`config.mk`:
```
export PLATFORM = sky130hd
export DESIGN_NAME = mem_bus_arbiter
export DESIGN_NICKNAME = d
export VERILOG_FILES = /design/src/rtl/bat_amateur_pkg.sv /design/src/rtl/mem_bus_arbiter.sv
export SDC_FILE = /design/constraint.sdc
export NUM_CORES = 1
export LEC_CHECK = 0
export CAP_MARGIN = 40
export CORE_MARGIN = 8
export CORE_UTILIZATION = 49
export CTS_BUF_LIST = sky130_fd_sc_hd__clkbuf_2
export CTS_CLUSTER_DIAMETER = 120
export CTS_CLUSTER_SIZE = 16
export DETAILED_ROUTE_END_ITERATION = 8
export PLACE_DENSITY = 0.88
export SYNTH_ARGS = -nofsm -noshare
export SYNTH_HDL_FRONTEND = slang
export SYNTH_SLANG_ARGS = --single-unit
```
`constraint.sdc`:
```
create_clock -name CLK -period 3.6 [get_ports CLK]
set_input_delay 0.54 -clock CLK [delete_from_list [all_inputs] [get_ports CLK]]
set_output_delay 0.54 -clock CLK [all_outputs]
set_load 0.01 [all_outputs]
```
`src/rtl/bat_amateur_pkg.sv`:
```
// Shared definitions for the memory bus arbiter: FSM state encoding,
// RAM direction constants and default bus widths.
package bat_amateur_pkg;

  localparam int DEF_ADDR_W = 8;
  localparam int DEF_DATA_W = 8;

  localparam logic RAM_WRITE = 1'b1;
  localparam logic RAM_READ  = 1'b0;

  typedef enum logic [2:0] {
    ST_OWN_CPU,   // CPU drives the RAM strobes and the address register
    ST_LD_ADDR,   // address register <- loader address
    ST_LD_ACC,    // loader RAM access strobe
    ST_LD_RESP,   // read data returned, transfer acknowledged
    ST_RESTORE    // address register <- saved CPU address
  } arb_state_t;

endpackage

```
`src/rtl/mem_bus_arbiter.sv`:
```
// mem_bus_arbiter: shares the single MAR/RAM port between the microcode
// controller and an external loader/debug port.
//
// Ports:
//   CLK, RST                 clock (posedge), async active-low reset
//   CPU_MAR_LOAD/RAM_EN/RW   controller strobes; CPU_BUS address / write data
//   CPU_BOUNDARY             controller is at an instruction boundary
//   CPU_HOLD                 freezes the uOP counter while the loader owns memory
//   LD_REQ/WE/ADDR/WDATA     loader request (held stable until LD_ACK)
//   LD_GNT, LD_ACK, LD_RDATA loader grant, one-cycle ack, read data with ack
//   MEM_ADDR/EN/WE/WDATA     RAM port; MEM_RDATA valid one cycle after read EN
module mem_bus_arbiter
  import bat_amateur_pkg::*;
#(
  parameter int ADDR_W    = DEF_ADDR_W,
  parameter int DATA_W    = DEF_DATA_W,
  parameter int MAX_BURST = 4
) (
  input  logic              CLK,
  input  logic              RST,
  input  logic              CPU_MAR_LOAD,
  input  logic              CPU_RAM_EN,
  input  logic              CPU_RAM_RW,
  input  logic [DATA_W-1:0] CPU_BUS,
  input  logic              CPU_BOUNDARY,
  output logic              CPU_HOLD,
  input  logic              LD_REQ,
  input  logic              LD_WE,
  input  logic [ADDR_W-1:0] LD_ADDR,
  input  logic [DATA_W-1:0] LD_WDATA,
  output logic              LD_GNT,
  output logic              LD_ACK,
  output logic [DATA_W-1:0] LD_RDATA,
  output logic [ADDR_W-1:0] MEM_ADDR,
  output logic              MEM_EN,
  output logic              MEM_WE,
  output logic [DATA_W-1:0] MEM_WDATA,
  input  logic [DATA_W-1:0] MEM_RDATA
);

  localparam int CNT_W = $clog2(MAX_BURST + 1);
  localparam logic [CNT_W-1:0] BURST_LAST = CNT_W'(MAX_BURST - 1);

  arb_state_t        state, state_d;
  logic [ADDR_W-1:0] mar, saved_addr;
  logic [DATA_W-1:0] rdata_q;
  logic [CNT_W-1:0]  burst_cnt;
  logic              eligible;
  logic              we_q;      // direction of the transfer in flight
  logic              grant;
  logic              rd_capture;

  // Grant is gated by reset so HOLD stays low while RST is asserted even
  // if the loader keeps requesting.
  assign grant = RST && (state == ST_OWN_CPU) && LD_REQ && CPU_BOUNDARY && eligible;

  // Mealy term: the controller samples HOLD in the grant cycle itself, so
  // its counter never steps past the boundary.
  assign CPU_HOLD = (state != ST_OWN_CPU) || grant;

  // LD_WE may change during LD_RESP (next request), so direction is latched.
  assign rd_capture = (state == ST_LD_RESP) && (we_q == RAM_READ);
  assign LD_RDATA   = rd_capture ? MEM_RDATA : rdata_q;
  assign MEM_ADDR   = mar;

  // NOTE: every output of this block gets a default first, so no path can
  // leave a value unassigned and infer a latch.
  always_comb begin
    state_d   = state;
    MEM_EN    = 1'b0;
    MEM_WE    = 1'b0;
    MEM_WDATA = CPU_BUS;
    LD_ACK    = 1'b0;
    LD_GNT    = 1'b0;
    unique case (state)
      ST_OWN_CPU: begin
        // CPU strobes in the grant cycle are dropped; no writes under reset.
        MEM_EN = CPU_RAM_EN && !grant;
        MEM_WE = MEM_EN && (CPU_RAM_RW == RAM_WRITE) && RST;
        if (grant) state_d = ST_LD_ADDR;
      end
      ST_LD_ADDR: begin
        LD_GNT  = 1'b1;
        state_d = ST_LD_ACC;
      end
      ST_LD_ACC: begin
        LD_GNT    = 1'b1;
        MEM_EN    = 1'b1;
        MEM_WE    = LD_WE;
        MEM_WDATA = LD_WDATA;
        state_d   = ST_LD_RESP;
      end
      ST_LD_RESP: begin
        LD_GNT = 1'b1;
        LD_ACK = 1'b1;
        if (LD_REQ && (burst_cnt < BURST_LAST)) state_d = ST_LD_ADDR;
        else                                     state_d = ST_RESTORE;
      end
      ST_RESTORE: state_d = ST_OWN_CPU;
      default:    state_d = ST_OWN_CPU;
    endcase
  end

  // NOTE: state registers use non-blocking assignments so every flop samples
  // the pre-edge values regardless of statement order.
  always_ff @(posedge CLK or negedge RST) begin
    if (!RST) begin
      state      <= ST_OWN_CPU;
      mar        <= '0;
      saved_addr <= '0;
      rdata_q    <= '0;
      burst_cnt  <= '0;
      eligible   <= 1'b1;
      we_q       <= RAM_READ;
    end else begin
      state <= state_d;
      unique case (state)
        ST_OWN_CPU: begin
          if (CPU_BOUNDARY) eligible <= 1'b1;
          // Grant beats a simultaneous MAR load: the pre-load value is saved.
          if (grant) begin
            saved_addr <= mar;
            burst_cnt  <= '0;
          end else if (CPU_MAR_LOAD) begin
            mar <= CPU_BUS[ADDR_W-1:0];
          end
        end
        ST_LD_ADDR: mar  <= LD_ADDR;
        ST_LD_ACC:  we_q <= LD_WE;
        ST_LD_RESP: begin
          if (rd_capture) rdata_q <= MEM_RDATA;
          if (state_d == ST_LD_ADDR) burst_cnt <= burst_cnt + 1'b1;
        end
        ST_RESTORE: begin
          mar      <= saved_addr;
          eligible <= 1'b0;   // CPU must reach another boundary first
        end
        default: ;
      endcase
    end
  end

endmodule

```
# Yosys cells after proc, flatten, opt, wreduce, memory -nomap -nowiden
# Cells that the tools add are included.
[totals]
reg_bits = 32
latch_bits = 0
mem_bits_rw = 0
romBits = 0
input_bits = 40
output_inout_bits = 29
wordCells = 58
n_memories = 0
[classes]
addsub = 1
n_mul = 0
n_div = 0
order_cmp = 1
n_eq_ne = 10
shift = 0
n_mux = 17
bitwise = 1
n_reduce_logical = 21
[op_table]
columns = ["operator", "count"]
rows = [
  ["$mux 8", 4],
  ["$pmux 8 s3", 1],
  ["$mux 3", 4],
  ["$pmux 3 s4", 1],
  ["$logic_and 1x1->1", 9],
  ["$ne 2x2->1 const B", 4],
  ["$eq 3x1->1 const B", 2],
  ["$eq 3x2->1 const B", 2],
  ["$pmux 1 s2", 3],
  ["$pmux 3 s2", 1],
  ["$reduce_and 3->1", 2],
  ["$reduce_bool 3->1", 2],
  ["$reduce_and 2->1", 2],
  ["$reduce_bool 2->1", 2],
  ["$add 3x1->3 const B", 1],
  ["$eq 3x3->1 const B", 1],
  ["$logic_not 3->1", 1],
  ["$lt 3x2->1 const B", 1],
  ["$mux 1", 3],
  ["$reduce_or 3->1", 1],
  ["$ne 2x1->1 const B", 1],
  ["$logic_not 1->1", 1],
  ["$logic_or 1x1->1", 1],
  ["$not 1->1", 1],
]

# Depth between registers and ports, before layout
# Gate-level depths: netlist of run 1.
[logic_depth]
depth_word = 10
mapped_depth = 6
mapped_depth_nobuf = 4

# Least setup slack after synthesis of run 1
# No wires, ideal clock.
[synth_timing]
path_type = "register to output"
from = "register state[2]"
to = "output port LD_RDATA[0]"
arrival_time_ps = 1392
required_ps = 3060
slack_ps = 1668
stages_incl_launch_ff = 6
path_buffers = 2
cell_sequence = "dfrtp_1 buf_6 nand3b_4 nor2_4 buf_4 mux2_2"
[synth_via]
elab_chain_len = 3
[synth_rtl]
columns = ["element", "line", "text"]
rows = [
  ["start, declared", "mem_bus_arbiter.sv:44", "arb_state_t state, state_d;"],
  ["start signal, assigned", "mem_bus_arbiter.sv:116", "state <= state_d;"],
  ["$eq 3x2->1", "mem_bus_arbiter.sv:62", "assign rd_capture = (state == ST_LD_RESP) && (we_q == RAM_READ);"],
  ["$logic_and 1x1->1", "mem_bus_arbiter.sv:62", ""],
  ["$mux 8", "-", ""],
  ["end, declared", "mem_bus_arbiter.sv:33", "output logic [DATA_W-1:0] LD_RDATA,"],
]
# Every way passes these cells.

# Final worst setup path of run 1
[layout_timing]
from = "register state[1]"
to = "output port MEM_WDATA[7]"
[layout_via]
elab_chain_len = 2
[layout_rtl]
columns = ["element", "line", "text"]
rows = [
  ["$eq 3x2->1", "mem_bus_arbiter.sv:75", "unique case (state)"],
  ["$mux 8", "mem_bus_arbiter.sv:75", ""],
  ["end, declared", "mem_bus_arbiter.sv:37", "output logic [DATA_W-1:0] MEM_WDATA,"],
]
# Every way passes these cells.

==> run summary, run 1 <==
Switching share of power -> 0.363
Dpl hpwl -> 3.36 mm
Worst hold margin -> 526 ps
Rel. slew slack -> 0.605
Most frequent cells in the layout -> clkdlybuf4s50_1 (68), mux2_2 (40), dfrtp_1 (31)
Antenna Nets Post-Route -> 0
Vias in the first global route -> 1511
CP required -> 3060 ps
Syn avg cell area -> 11.5 µm²
DR vias -> 1465
First-pass GRT wire length -> 7.47 mm
Final period util -> 0.896
Register Area -> 802 µm²
Largest net degree at the start of global routing -> 34
Initial Utilization -> 0.498
Fillers -> 255
CTS Buf Count -> 5
Logic pwr share -> 0.550
Crit end category -> output pin
Total GRT Usage -> 0.155
Max-cap viol count -> 0
Io pins -> 69
Crit-path max cell delay -> 570 ps
HP Class -> flop to flop
Fmax achieved -> 310 MHz
Sequential element share of the synthesized area -> 0.446
Static Leak -> 1.06 nW
CP startpoint kind -> flop
Post-CTS setup buffers -> 0
Status -> finished clean
Clock transition at path regs -> 160 ps
FF-to-FF path depth -> 4
Fin Setup TNS -> 0 ps
Hold-critical path depth -> 1
DR iter-0 viols -> 81
Syn_nets -> 197
DRC -> 0
Worst-path fanout max -> 10
GRT overflow -> 0
ANT cells -> 0
Port bufs -> 68
# resized after CTS -> 0
Layout cells sized above 1 -> 0.296
H-Tree Depth -> 2
P_sw -> 0.776 mW
Min Tclk post-route -> 3220 ps
Mapped Area -> 1800 µm²
Max clock buf depth -> 2
Synth cell types -> 31
Slew Limit Fails -> 0
Clk sinks -> 32
CTS tree -> yes
RSZ-0062 raised after global routing -> false
Clock power share -> 0.113
Worst-Skew Late Latency -> 380 ps
Power share of the sequential group -> 0.336
Total die area -> 5860 µm²
Setup CP Type -> flop to output pin
Gate Count Post-Synth -> 156
Clock Skew -> 16.5 ps
DR vias/cell -> 5.35
Tot Pwr -> 2.14 mW
Pwr/cell area -> 831 nW/µm²
Slew @ Worst Pin -> 592 ps
# hold bufs at CTS -> 0
Arrival time worst endpoint -> 2680 ps
Area occupied by multi-input gates -> 920 µm²
DIE HEIGHT -> 76.6 µm
Num rows -> 22
Yosys warnings -> 0
Final setup violation count -> 0
Detailed Route WL -> 4.42 mm
Most common cell after layout, fill and taps aside -> clkdlybuf4s50_1
Final layout net count -> 266
WL per Instance -> 16.1 µm
Die Wd -> 76.6 µm
First-pass DRT Iterations -> 4
CTS Root Cell -> clkbuf_2
Initial antenna violation count -> 0
Internal Power -> 1.36 mW
Final hold violations -> 0
Core ar. -> 3610 µm²
Max VDD drop -> 0.411 mV
Number of synthesized register bits -> 32
Worst-path cell chain -> inv_2 -> nor3_2 -> buf_4 -> mux2_2 -> clkdlybuf4s50_1
Worst path slowest cell -> dfrtp_1
Gpl congestion -> 0.775
Area Growth Syn to Fin -> 43.0%
## per-layer routing
layer	part of all wire	track usage
met2	0.45	0.236
met4	0.0075	0.0404
met3	0.087	0.0684
met1	0.45	0.196
met5	0	0
## cell usage after synthesis (all sizes together)
master	number	area, µm²
buf	9	61.3
mux2i	1	10.0
nand4	1	6.26
a32o	1	10.0
o21ai	2	10.0
and3	1	6.26
mux2	40	450
nor2	16	67.6
nand2b	1	6.26
a2111oi	1	27.5
ha	1	12.5
a211o	1	8.76
a211oi	2	15.0
a21o	2	15.0
a21oi	20	100
nor3	2	15.0
or2	2	12.5
xnor2	1	8.76
dfrtp	31	776
o221a	7	78.8
dfstp	1	26.3
inv	5	18.8
nand3b	3	35.0
nand2	5	18.8
## final cells by class
cell class,instances,area share
clock buffers,6,0.0117
multi-input cells,110,0.358
clock inverters,2,0.0136
flip-flops and latches,32,0.312
inverters,5,0.00731
well taps,48,0.0234
repair buffers,71,0.274
## through the flow
stage,instances,utilization,cell area (µm²),setup WS [ps]
after floorplan,156,-,1800,1670
after global placement,266,0.694,2500,779
after detailed placement,266,0.694,2500,768
after CTS,274,0.712,2570,346
after global routing,274,0.712,2570,196
final,274,0.712,2570,375
## worst paths after layout
kind | startpoint | endpoint | slack, ps
max reg2reg | state[1] | we_q | 1680
max | state[1] | MEM_WDATA[7] | 380
min in group asynchronous | RST | burst_cnt[0] | 590
min | saved_addr[6] | saved_addr[6] | 530
max in group asynchronous | RST | eligible | 2690
min reg2reg | saved_addr[6] | saved_addr[6] | 530
## state kept, by name (all words and copies together) (netlist names)
name / flops
MEM_ADDR: 8
we_q: 1
burst_cnt: 3
eligible: 1
saved_addr: 8
rdata_q: 8
state: 3
## critical path: cells and delay by family (launching register included)
| kind | cells | cell delay [ps] |
|---|---|---|
| buffers and inverters | 3 | 910 |
| flip-flops | 1 | 570 |
| AND/OR/NAND/NOR | 1 | 500 |
| multiplexers | 1 | 330 |
## logic make-up (layout without fill, tap and decap cells)
kind of cell / after synthesis / in the layout / synth area share
DFF: 32 / 32 / 0.446
adders and majority gates: 1 / 1 / 0.00696
and+or+nand+nor: 31 / 31 / 0.0933
muxes: 41 / 41 / 0.256
buffers and inverters: 14 / 84 / 0.0446
AOI/OAI and AO/OA: 36 / 36 / 0.148
xor gates and xnor gates: 1 / 1 / 0.00488
## power groups by stage
| stage | registers [mW] | logic (mW) | clock network, mW |
|---|---|---|---|
| floorplan | 0.666 | 0.749 | 0 |
| global placement | 0.714 | 1.16 | 0 |
| detailed placement | 0.723 | 1.18 | 0 |
| CTS | 0.715 | 1.19 | 0.248 |
| global route | 0.749 | 1.27 | 0.262 |
| finish | 0.718 | 1.18 | 0.242 |
Power figures use the tool's default switching activity.
==> run 2: changes to the inputs <==
--- a/config.mk
+++ b/config.mk
@@ -7,12 +7,12 @@
 export LEC_CHECK = 0
 export CAP_MARGIN = 40
 export CORE_MARGIN = 8
-export CORE_UTILIZATION = 49
+export CORE_UTILIZATION = 45
 export CTS_BUF_LIST = sky130_fd_sc_hd__clkbuf_2
 export CTS_CLUSTER_DIAMETER = 120
 export CTS_CLUSTER_SIZE = 16
 export DETAILED_ROUTE_END_ITERATION = 8
-export PLACE_DENSITY = 0.88
+export PLACE_DENSITY = 0.82
 export SYNTH_ARGS = -nofsm -noshare
 export SYNTH_HDL_FRONTEND = slang
 export SYNTH_SLANG_ARGS = --single-unit
==> constraint.sdc (replaced) <==
create_clock -name CLK -period 3.2 [get_ports CLK]
set_input_delay 0.48 -clock CLK [delete_from_list [all_inputs] [get_ports CLK]]
set_output_delay 0.48 -clock CLK [all_outputs]
set_load 0.01 [all_outputs]
==> run summary, run 2 (same netlist as run 1, synthesis figures left out) <==
Max-cap viol count -> 0 (unchanged)
Hold Crit Start -> saved_addr[2] (was saved_addr[6])
H-Tree Depth -> 2 (unchanged)
# resized after CTS -> 0 (unchanged)
ANT cells -> 0 (unchanged)
Fmax achieved -> 351 MHz
Setup slack, reg-to-reg -> 1430 ps (was 1680 ps)
Worst-Skew Late Latency -> 380 ps (about the same)
Die Wd -> 79.2 µm (was 76.6 µm)
Final core utilization -> 0.656 (was 0.712)
First-pass GRT wire length -> 7.56 mm (was 7.47 mm)
Most frequent cells in the layout -> clkdlybuf4s50_1 (68), mux2_2 (40), dfrtp_1 (31) (unchanged)
Worst-path fanout max -> 10 (unchanged)
Hold-critical path depth -> 1 (unchanged)
Initial antenna violation count -> 0 (unchanged)
CTS tree -> yes (unchanged)
Area Growth Syn to Fin -> 42.9% (was 43.0%)
Clk sinks -> 32 (unchanged)
Final hold violations -> 0 (unchanged)
Initial Utilization -> 0.459 (was 0.498)
Fillers -> 332 (was 255)
Setup CP Type -> flop to output pin (unchanged)
First-pass DRT Iterations -> 4 (unchanged)
Io pins -> 69 (unchanged)
Fin cells -> 279 (was 274)
Final setup violation count -> 0 (unchanged)
Most common cell after layout, fill and taps aside -> clkdlybuf4s50_1 (unchanged)
Vias in the first global route -> 1565 (was 1511)
Dpl hpwl -> 3.47 mm (was 3.36 mm)
CP startpoint kind -> flop (unchanged)
Slew @ Worst Pin -> 539 ps (was 592 ps)
FF-to-FF path depth -> 4 (unchanged)
Final period util -> 0.891
Rel. slew slack -> 0.641 (was 0.605)
Slew Limit Fails -> 0 (unchanged)
Max clock buf depth -> 2 (unchanged)
HP Class -> flop to flop (unchanged)
Total GRT Usage -> 0.151 (was 0.155)
CTS Buf Count -> 5 (unchanged)
Arrival time worst endpoint -> 2370 ps (was 2680 ps)
Critical R2R Launch -> eligible (was state[1])
Clock Skew -> 5.59 ps (was 16.5 ps)
Detailed Route WL -> 4.58 mm (was 4.42 mm)
DR vias -> 1501 (was 1465)
Gpl congestion -> 0.748 (was 0.775)
Placed inst area -> 2530 µm² (was 2500 µm²)
Static Leak -> 1.07 nW (was 1.06 nW)
Pwr/cell area -> 913 nW/µm² (was 831 nW/µm²)
Total die area -> 6270 µm² (was 5860 µm²)
Largest net degree at the start of global routing -> 33 (was 34)
Worst r2r dst -> saved_addr[6] (was we_q)
DRC -> 0 (unchanged)
CP required -> 2720 ps (was 3060 ps)
Min Tclk post-route -> 2850 ps
CTS Root Cell -> clkbuf_2 (unchanged)
Crit end category -> output pin (unchanged)
Port bufs -> 68 (unchanged)
WL per Instance -> 16.4 µm (was 16.1 µm)
Max VDD drop -> 0.459 mV (was 0.411 mV)
GRT overflow -> 0 (unchanged)
Finished Cell Area -> 2570 µm² (about the same)
DIE HEIGHT -> 79.2 µm (was 76.6 µm)
Antenna Nets Post-Route -> 0 (unchanged)
# hold bufs at CTS -> 0 (unchanged)
Core ar. -> 3910 µm² (was 3610 µm²)
Fin Setup TNS -> 0 ps (unchanged)
RSZ-0062 raised after global routing -> false (unchanged)
DR vias/cell -> 5.38 (was 5.35)
Clock transition at path regs -> 160 ps (about the same)
Final layout net count -> 269 (was 266)
Post-CTS setup buffers -> 0 (unchanged)
Layout cells sized above 1 -> 0.301 (was 0.296)
Num rows -> 23 (was 22)
Hold endpoint -> saved_addr[2] (was saved_addr[6])
Inst Count DP -> 271 (was 266)
DR iter-0 viols -> 86 (was 81)
Status -> finished clean (unchanged)
run 2: cell type report:
cell class,instances,area [µm²],area share
multi-input combinational,110,920,0.358
clock buffer,5,25.0,0.00975
tap,50,62.6,0.0244
timing repair buffer,74,726,0.283
sequential,32,802,0.312
clock inverter,3,13.8,0.00536
inverter,5,18.8,0.00731
run 2: worst max path at each step:
| stage | startpoint | end | slack, ps | cells past startpoint |
|---|---|---|---|---|
| 2_1_floorplan | state[2] | LD_RDATA[0] | 1330 | 5 |
| 3_3_place_gp | RST | MEM_EN | 530 | 5 |
| 3_5_place_dp | RST | MEM_EN | 520 | 5 |
| 4_1_cts | state[0] | MEM_WDATA[4] | 300 | 5 |
| 5_1_grt | state[1] | MEM_WDATA[3] | 200 | 5 |
| 6_report | state[0] | MEM_WDATA[3] | 350 | 5 |
run 2: where the power goes:
| part | leakage (nW) | internal [mW] | switching, mW | total (mW) |
|---|---|---|---|---|
| clock network | 0.0302 | 0.0488 | 0.140 | 0.189 |
| registers | 0.381 | 0.608 | 0.176 | 0.783 |
| logic | 0.655 | 0.806 | 0.566 | 1.37 |
| total | 1.07 | 1.46 | 0.882 | 2.34 |
run 2: metrics by stage:
| stage | total power [mW] | worst slack, ps | hold WS (ps) |
|---|---|---|---|
| final | 2.34 | 350 | 524 |
| after global routing | 2.51 | 202 | 536 |
| after floorplan | 1.59 | 1330 | 184 |
| after detailed placement | 2.18 | 520 | 490 |
| after global placement | 2.13 | 531 | 481 |
| after CTS | 2.37 | 302 | 526 |
run 2: critical path: stages (launching register included):
cell and delay, ps:
dfrtp_1 510, buf_4 230, nor3_2 220, buf_4 210
mux2_2 340, clkdlybuf4s50_1 480
run 2: layer usage:
layer	global-route usage	routed length, µm
met1	0.172	1830
met2	0.251	2260
met3	0.0632	422
met4	0.0500	71
met5	0	0
==> run 3: changes to the inputs <==
--- a/config.mk
+++ b/config.mk
@@ -5,7 +5,7 @@
 export SDC_FILE = /design/constraint.sdc
 export NUM_CORES = 1
 export LEC_CHECK = 0
-export CAP_MARGIN = 40
+export CAP_MARGIN = 5
 export CORE_MARGIN = 8
 export CORE_UTILIZATION = 45
 export CTS_BUF_LIST = sky130_fd_sc_hd__clkbuf_2
==> results of run 3 <==
The final DEF is identical to that of run 2; final timing and power are the same.
